--- config.mk ---
export PLATFORM = sky130hd
export DESIGN_NAME = bus_fabric
export DESIGN_NICKNAME = d
export VERILOG_FILES = /design/src/rtl/bus_pkg.sv /design/src/rtl/bus_decode.sv /design/src/rtl/bus_fabric.sv
export SDC_FILE = /design/constraint.sdc
export NUM_CORES = 1
export LEC_CHECK = 0
export BUFFER_PORTS_ARGS = -buffer_cell sky130_fd_sc_hd__buf_2
export CAP_MARGIN = 15
export CORE_AREA = 2 2 66 99
export DETAILED_ROUTE_END_ITERATION = 6
export DIE_AREA = 0 0 68 101
export PLACE_DENSITY = 0.67
export SYNTH_ARGS = -nofsm -noshare
export SYNTH_HDL_FRONTEND = slang
export SYNTH_SLANG_ARGS = --single-unit
--- constraint.sdc ---
create_clock -name clk -period 1.8 [get_ports clk]
set_input_delay 0.27 -clock clk [delete_from_list [all_inputs] [get_ports clk]]
set_output_delay 0.27 -clock clk [all_outputs]
set_load 0.005 [all_outputs]
--- src/rtl/bus_pkg.sv ---
// rtl/bus_pkg.sv - shared states, board region codes and default decode/wait tables
package bus_pkg;

    typedef enum logic [1:0] {
        IDLE   = 2'd0,
        ACCESS = 2'd1,
        DONE   = 2'd2
    } state_t;

    localparam logic [2:0] REGION_RAM = 3'd0;
    localparam logic [2:0] REGION_GPU = 3'd1;
    localparam logic [2:0] REGION_IO  = 3'd2;
    localparam logic [2:0] REGION_ROM = 3'd3;

    // Slave 0 occupies the least significant field of the packed tables.
    function automatic logic [11:0] pack4x3(input logic [2:0] s3, input logic [2:0] s2,
                                            input logic [2:0] s1, input logic [2:0] s0);
        return {s3, s2, s1, s0};
    endfunction

    localparam logic [11:0] DEF_BASES = pack4x3(REGION_ROM, REGION_IO, REGION_GPU, REGION_RAM);
    localparam logic [11:0] DEF_WAITS = pack4x3(3'd0, 3'd2, 3'd1, 3'd0);

endpackage

--- src/rtl/bus_decode.sv ---
// rtl/bus_decode.sv - address region decode with lowest-index priority
module bus_decode
    import bus_pkg::*;
#(
    parameter int ADDR_W = 16,
    parameter int N_SLV  = 4,
    parameter int SEL_W  = 3,
    parameter int IDX_W  = 2,
    parameter logic [N_SLV*SEL_W-1:0] BASES = DEF_BASES
) (
    input  logic [ADDR_W-1:0] i_addr,
    output logic [N_SLV-1:0]  o_onehot,
    output logic              o_hit,
    output logic [IDX_W-1:0]  o_idx
);

    always_comb begin
        o_onehot = '0;
        o_hit    = 1'b0;
        o_idx    = '0;
        // Scan downwards so the lowest matching slave is the last one written.
        for (int i = N_SLV - 1; i >= 0; i--) begin
            if (i_addr[ADDR_W-1 -: SEL_W] == BASES[i*SEL_W +: SEL_W]) begin
                o_hit = 1'b1;
                o_idx = IDX_W'(i);
            end
        end
        if (o_hit) begin
            o_onehot[o_idx] = 1'b1;
        end
    end

endmodule

--- src/rtl/bus_fabric.sv ---
// rtl/bus_fabric.sv - cpu-to-slave interconnect with wait states, stall and timeout
module bus_fabric
    import bus_pkg::*;
#(
    parameter int ADDR_W  = 16,
    parameter int DATA_W  = 8,
    parameter int N_SLV   = 4,
    parameter int SEL_W   = 3,
    parameter logic [N_SLV*SEL_W-1:0] BASES = DEF_BASES,
    parameter logic [N_SLV*3-1:0]     WAITS = DEF_WAITS,
    parameter int TIMEOUT = 15
) (
    input  logic                    clk,
    input  logic                    reset,
    input  logic [ADDR_W-1:0]       cpu_addr,
    input  logic [DATA_W-1:0]       cpu_wdata,
    input  logic                    cpu_read,
    input  logic                    cpu_write,
    output logic [DATA_W-1:0]       cpu_rdata,
    output logic                    cpu_ready,
    output logic                    bus_error,
    output logic [N_SLV-1:0]        slv_sel,
    output logic [ADDR_W-SEL_W-1:0] slv_addr,
    output logic [DATA_W-1:0]       slv_wdata,
    output logic                    slv_read,
    output logic                    slv_write,
    input  logic [N_SLV*DATA_W-1:0] slv_rdata,
    input  logic [N_SLV-1:0]        slv_wait
);

    localparam int IDX_W  = (N_SLV > 1) ? $clog2(N_SLV) : 1;
    localparam int TCNT_W = $clog2(TIMEOUT + 1);
    localparam int OFF_W  = ADDR_W - SEL_W;
    localparam logic [TCNT_W-1:0] T_LAST = TCNT_W'(TIMEOUT - 1);

    state_t              r_state, w_state_nxt;
    logic [N_SLV-1:0]    r_sel, w_sel_nxt;
    logic [IDX_W-1:0]    r_idx, w_idx_nxt;
    logic [OFF_W-1:0]    r_addr, w_addr_nxt;
    logic [DATA_W-1:0]   r_wdata, w_wdata_nxt;
    logic                r_rd, w_rd_nxt;
    logic                r_wr, w_wr_nxt;
    logic [2:0]          r_wcnt, w_wcnt_nxt;
    logic [TCNT_W-1:0]   r_tcnt, w_tcnt_nxt;
    logic [DATA_W-1:0]   r_rdata, w_rdata_nxt;
    logic                r_ready, w_ready_nxt;
    logic                r_err, w_err_nxt;

    logic [N_SLV-1:0]    w_onehot;
    logic                w_hit;
    logic [IDX_W-1:0]    w_idx;

    bus_decode #(
        .ADDR_W (ADDR_W),
        .N_SLV  (N_SLV),
        .SEL_W  (SEL_W),
        .IDX_W  (IDX_W),
        .BASES  (BASES)
    ) u_decode (
        .i_addr   (cpu_addr),
        .o_onehot (w_onehot),
        .o_hit    (w_hit),
        .o_idx    (w_idx)
    );

    always_ff @(posedge clk) begin
        if (reset) begin
            r_state <= IDLE;
            r_sel   <= '0;
            r_idx   <= '0;
            r_addr  <= '0;
            r_wdata <= '0;
            r_rd    <= 1'b0;
            r_wr    <= 1'b0;
            r_wcnt  <= '0;
            r_tcnt  <= '0;
            r_rdata <= '0;
            r_ready <= 1'b0;
            r_err   <= 1'b0;
        end else begin
            r_state <= w_state_nxt;
            r_sel   <= w_sel_nxt;
            r_idx   <= w_idx_nxt;
            r_addr  <= w_addr_nxt;
            r_wdata <= w_wdata_nxt;
            r_rd    <= w_rd_nxt;
            r_wr    <= w_wr_nxt;
            r_wcnt  <= w_wcnt_nxt;
            r_tcnt  <= w_tcnt_nxt;
            r_rdata <= w_rdata_nxt;
            r_ready <= w_ready_nxt;
            r_err   <= w_err_nxt;
        end
    end

    always_comb begin
        w_state_nxt = r_state;
        w_sel_nxt   = r_sel;
        w_idx_nxt   = r_idx;
        w_addr_nxt  = r_addr;
        w_wdata_nxt = r_wdata;
        w_rd_nxt    = r_rd;
        w_wr_nxt    = r_wr;
        w_wcnt_nxt  = r_wcnt;
        w_tcnt_nxt  = r_tcnt;
        w_rdata_nxt = r_rdata;
        w_ready_nxt = 1'b0;
        w_err_nxt   = 1'b0;
        case (r_state)
            IDLE: begin
                if ((cpu_read && cpu_write) || ((cpu_read || cpu_write) && !w_hit)) begin
                    w_state_nxt = DONE;
                    w_ready_nxt = 1'b1;
                    w_err_nxt   = 1'b1;
                end else if (cpu_read || cpu_write) begin
                    w_state_nxt = ACCESS;
                    w_sel_nxt   = w_onehot;
                    w_idx_nxt   = w_idx;
                    w_addr_nxt  = cpu_addr[OFF_W-1:0];
                    w_wdata_nxt = cpu_wdata;
                    w_rd_nxt    = cpu_read;
                    w_wr_nxt    = cpu_write;
                    w_wcnt_nxt  = WAITS[int'(w_idx)*3 +: 3];
                    w_tcnt_nxt  = '0;
                end
            end
            ACCESS: begin
                if (r_tcnt != '1) begin
                    w_tcnt_nxt = r_tcnt + TCNT_W'(1);
                end
                if (r_wcnt != 3'd0) begin
                    w_wcnt_nxt = r_wcnt - 3'd1;
                end
                // Completion takes precedence over a timeout landing on the same cycle.
                if (r_wcnt == 3'd0 && !slv_wait[r_idx]) begin
                    if (r_rd) begin
                        w_rdata_nxt = slv_rdata[int'(r_idx)*DATA_W +: DATA_W];
                    end
                    w_state_nxt = DONE;
                    w_ready_nxt = 1'b1;
                end else if (r_tcnt == T_LAST) begin
                    w_state_nxt = DONE;
                    w_ready_nxt = 1'b1;
                    w_err_nxt   = 1'b1;
                end
                if (w_state_nxt == DONE) begin
                    w_sel_nxt = '0;
                    w_rd_nxt  = 1'b0;
                    w_wr_nxt  = 1'b0;
                end
            end
            DONE:    w_state_nxt = IDLE;
            default: w_state_nxt = IDLE;
        endcase
    end

    assign cpu_rdata = r_rdata;
    assign cpu_ready = r_ready;
    assign bus_error = r_err;
    assign slv_sel   = r_sel;
    assign slv_addr  = r_addr;
    assign slv_wdata = r_wdata;
    assign slv_read  = r_rd;
    assign slv_write = r_wr;

endmodule

==> out/results.txt <==
Layout area overhead: 30.5%
fin crit share: 0.928
clock latency on the worst-skew pair: 0.30 ns
syn nets: 327
layout cell share with drive strength beyond 1: 0.401
die height: 101 um
slew margin rel.: 0.673
Starting DRT DRC Count: 100
# diodes: 0
# DRC: 0
status: complete, no violations
ys async rst share: 0
worst vdd ir: 425 uV
arrival time worst endpoint: 1.89 ns
maximum fanout along the worst path: 8
CP Capture Type: flip-flop
synth unique cells: 46
register area: 963 um2
top-count cell post-synth: nand2_1
largest cells by area after synthesis: dfxtp_1 41%, nand2_1 8.3%, a21oi_1 7.8%, mux4_2 7.8%, o21ai_0 3.0%
Placer Congestion: 0.782
placement row count: 35
number of clock sinks: 48
Worst EP required: 2.02 ns
Fillers: 597
initial antenna violation count: 0
Hold Worst Slack: 0.207 ns
setup repair after global routing missed its margin: no
Synth Area per Inst: 8.95 um2
Pwr Density: 758 nW/um2
Setup WS post-layout: 0.129 ns
Port Buffers: 100
H-tree Lvls: 2
Total GRT Usage: 0.178
post-synth top area share: 0.415
fin nets: 429
vias per cell: 5.03
Min-Delay Path Class: in2reg
drt wl/cell: 13.4 um
Final Power: 0.00229 W
YS warnings: 0
worst slew pin tran: 0.487 ns
setup tns final: 0 ns
Routed Antenna Nets: 0
kind of critical path: reg2reg
multi-input logic area: 1270 um2
Initial Util: 0.383
synth cell count leaders: 51 x nand2_1, 48 x dfxtp_1, 36 x a21oi_1
max_cap viols: 0
core area: 6040 um2
Pleak: 1.30 nW
CTS root buf: clkbuf_8
WL final: 5830 um
DR pass1 iterations: 4
final setup violating endpoints: 0
Die X: 68 um
Reg2Reg Setup Slack: 0.13 ns
Vias: 2,192
vias in the first global route: 2,214
CTS max path bufs: 2
post-synthesis instance total: 259
Slew Viols, Final: 0
area of the mapped netlist: 2320 um2
fmax: 0.598 GHz
share of the yosys chip area belonging to registers: 0.415
CP startpoint kind: flip-flop
first-pass GRT wire length: 9580 um
Hold Fails Final Rpt: 0
Setup Skew: 0.0101 ns
EDFF count, synth: 0
pre-CTS WS: 0.0853 ns
Worst-path clk slew: 0.09 ns
io pins: 101
DPL Wire Length: 4420 um
largest area contributor in the netlist: dfxtp_1
minimum clock period: 1.67 ns
top_reg_cell synth: dfxtp_1
CTS buffer count: 5
remaining global-route overflow: 0
CTS tree: yes
largest net degree at the start of global routing: 33
#FFs+latches synth: 48
die area: 6870 um2
-- cells by family (layout without fill, tap and decap cells) --
logic type | after synthesis | in the layout | synth area share
buffers and inverters | 21 | 124 | 0.0443
adder cells (fa/ha/maj) | 5 | 5 | 0.0259
AO/OA/AOI/OAI | 68 | 68 | 0.186
XOR/XNOR | 1 | 1 | 0.00702
AND/OR/NAND/NOR | 100 | 100 | 0.207
multiplexers | 16 | 16 | 0.115
flip-flops | 48 | 48 | 0.415
-- layout by cell type (no fill, tap or decap), drive strengths merged, types with 2 or more instances in the layout --
| cell | Yosys | final |
|---|---|---|
| o21ai | 15 | 15 |
| mux2 | 2 | 2 |
| nand3 | 10 | 10 |
| nand2 | 51 | 51 |
| nand3b | 3 | 3 |
| mux2i | 6 | 6 |
| dfxtp | 48 | 48 |
| clkbuf | 8 | 6 |
| mux4 | 8 | 8 |
| nor2b | 2 | 2 |
| nand4b | 2 | 2 |
| or2 | 3 | 3 |
| ha | 4 | 4 |
| or3 | 3 | 3 |
| nor2 | 6 | 6 |
| nor3 | 6 | 6 |
| inv | 6 | 6 |
| and2 | 2 | 2 |
| clkinv | 0 | 2 |
| nand2b | 10 | 10 |
| a31oi | 4 | 4 |
| a21oi | 37 | 37 |
| buf | 7 | 110 |
-- layout make-up --
class	count	area share
timing repair buffer	110	0.192
inverter	6	0.00745
clock buffer	6	0.0273
tap	74	0.0306
clock inverter	2	0.00331
multi-input combinational	190	0.421
sequential	48	0.319
-- path summary, 6_finish.rpt --
kind | depth (start not counted) | startpoint | to
worst min-delay path | 3 | cpu_wdata[0] | slv_wdata[0]$_SDFFE_PP0P_
worst max-delay path | 8 | r_wcnt[1]$_SDFFE_PP0P_ | cpu_rdata[1]$_SDFFE_PP0P_
worst max register to register | 8 | r_wcnt[1]$_SDFFE_PP0P_ | cpu_rdata[1]$_SDFFE_PP0P_
worst min register to register | 2 | slv_addr[5]$_SDFFE_PP0P_ | slv_addr[5]$_SDFFE_PP0P_
-- per-stage QoR --
stage / util / std cells / instance area [um2]
after floorplan: - / 259 / 2320
after global placement: 0.480 / 427 / 2900
after detailed placement: 0.480 / 427 / 2900
after CTS: 0.495 / 435 / 2990
after global routing: 0.500 / 436 / 3020
final: 0.500 / 436 / 3020
-- layer usage --
metal	wire length (um)	track usage	vias to the layer above
li1	-	-	1111
met1	2400	0.200	1012
met2	3040	0.331	63
met3	322	0.0313	6
met4	65	0.0477	0
met5	0	0	-
-- repair_timing --
| action | in CTS | in global routing |
|---|---|---|
| setup buffers | 0 | 1 |
| endpoints found under the setup margin | 0 | 11 |
| endpoints found under the hold margin | 0 | 0 |
| resized for setup | 0 | 10 |
| hold buffers | 0 | 0 |
-- sequential cells by signal, indices dropped and copies added, names as in the netlist --
signal / flops
r_wcnt: 3
slv_wdata: 8
bus_error: 1
slv_write: 1
r_state: 2
cpu_rdata: 8
r_idx: 2
r_tcnt: 4
slv_read: 1
cpu_ready: 1
slv_sel: 4
slv_addr: 13
-- power by group --
part           switching (W)  internal (W)
Sequential         0.0000345       0.00112
Combinational       0.000250      0.000238
Clock               0.000345      0.000307
Total               0.000630       0.00166
-- critical path, stage by stage, from the launching register on --
cell     delay [ns]
dfxtp_2        0.33
inv_2          0.07
ha_4           0.14
or3b_4         0.37
buf_4          0.15
o22ai_4        0.16
buf_6          0.16
nand3_1        0.06
a21oi_1        0.15
Note: power is estimated with default switching activity, not from simulation.
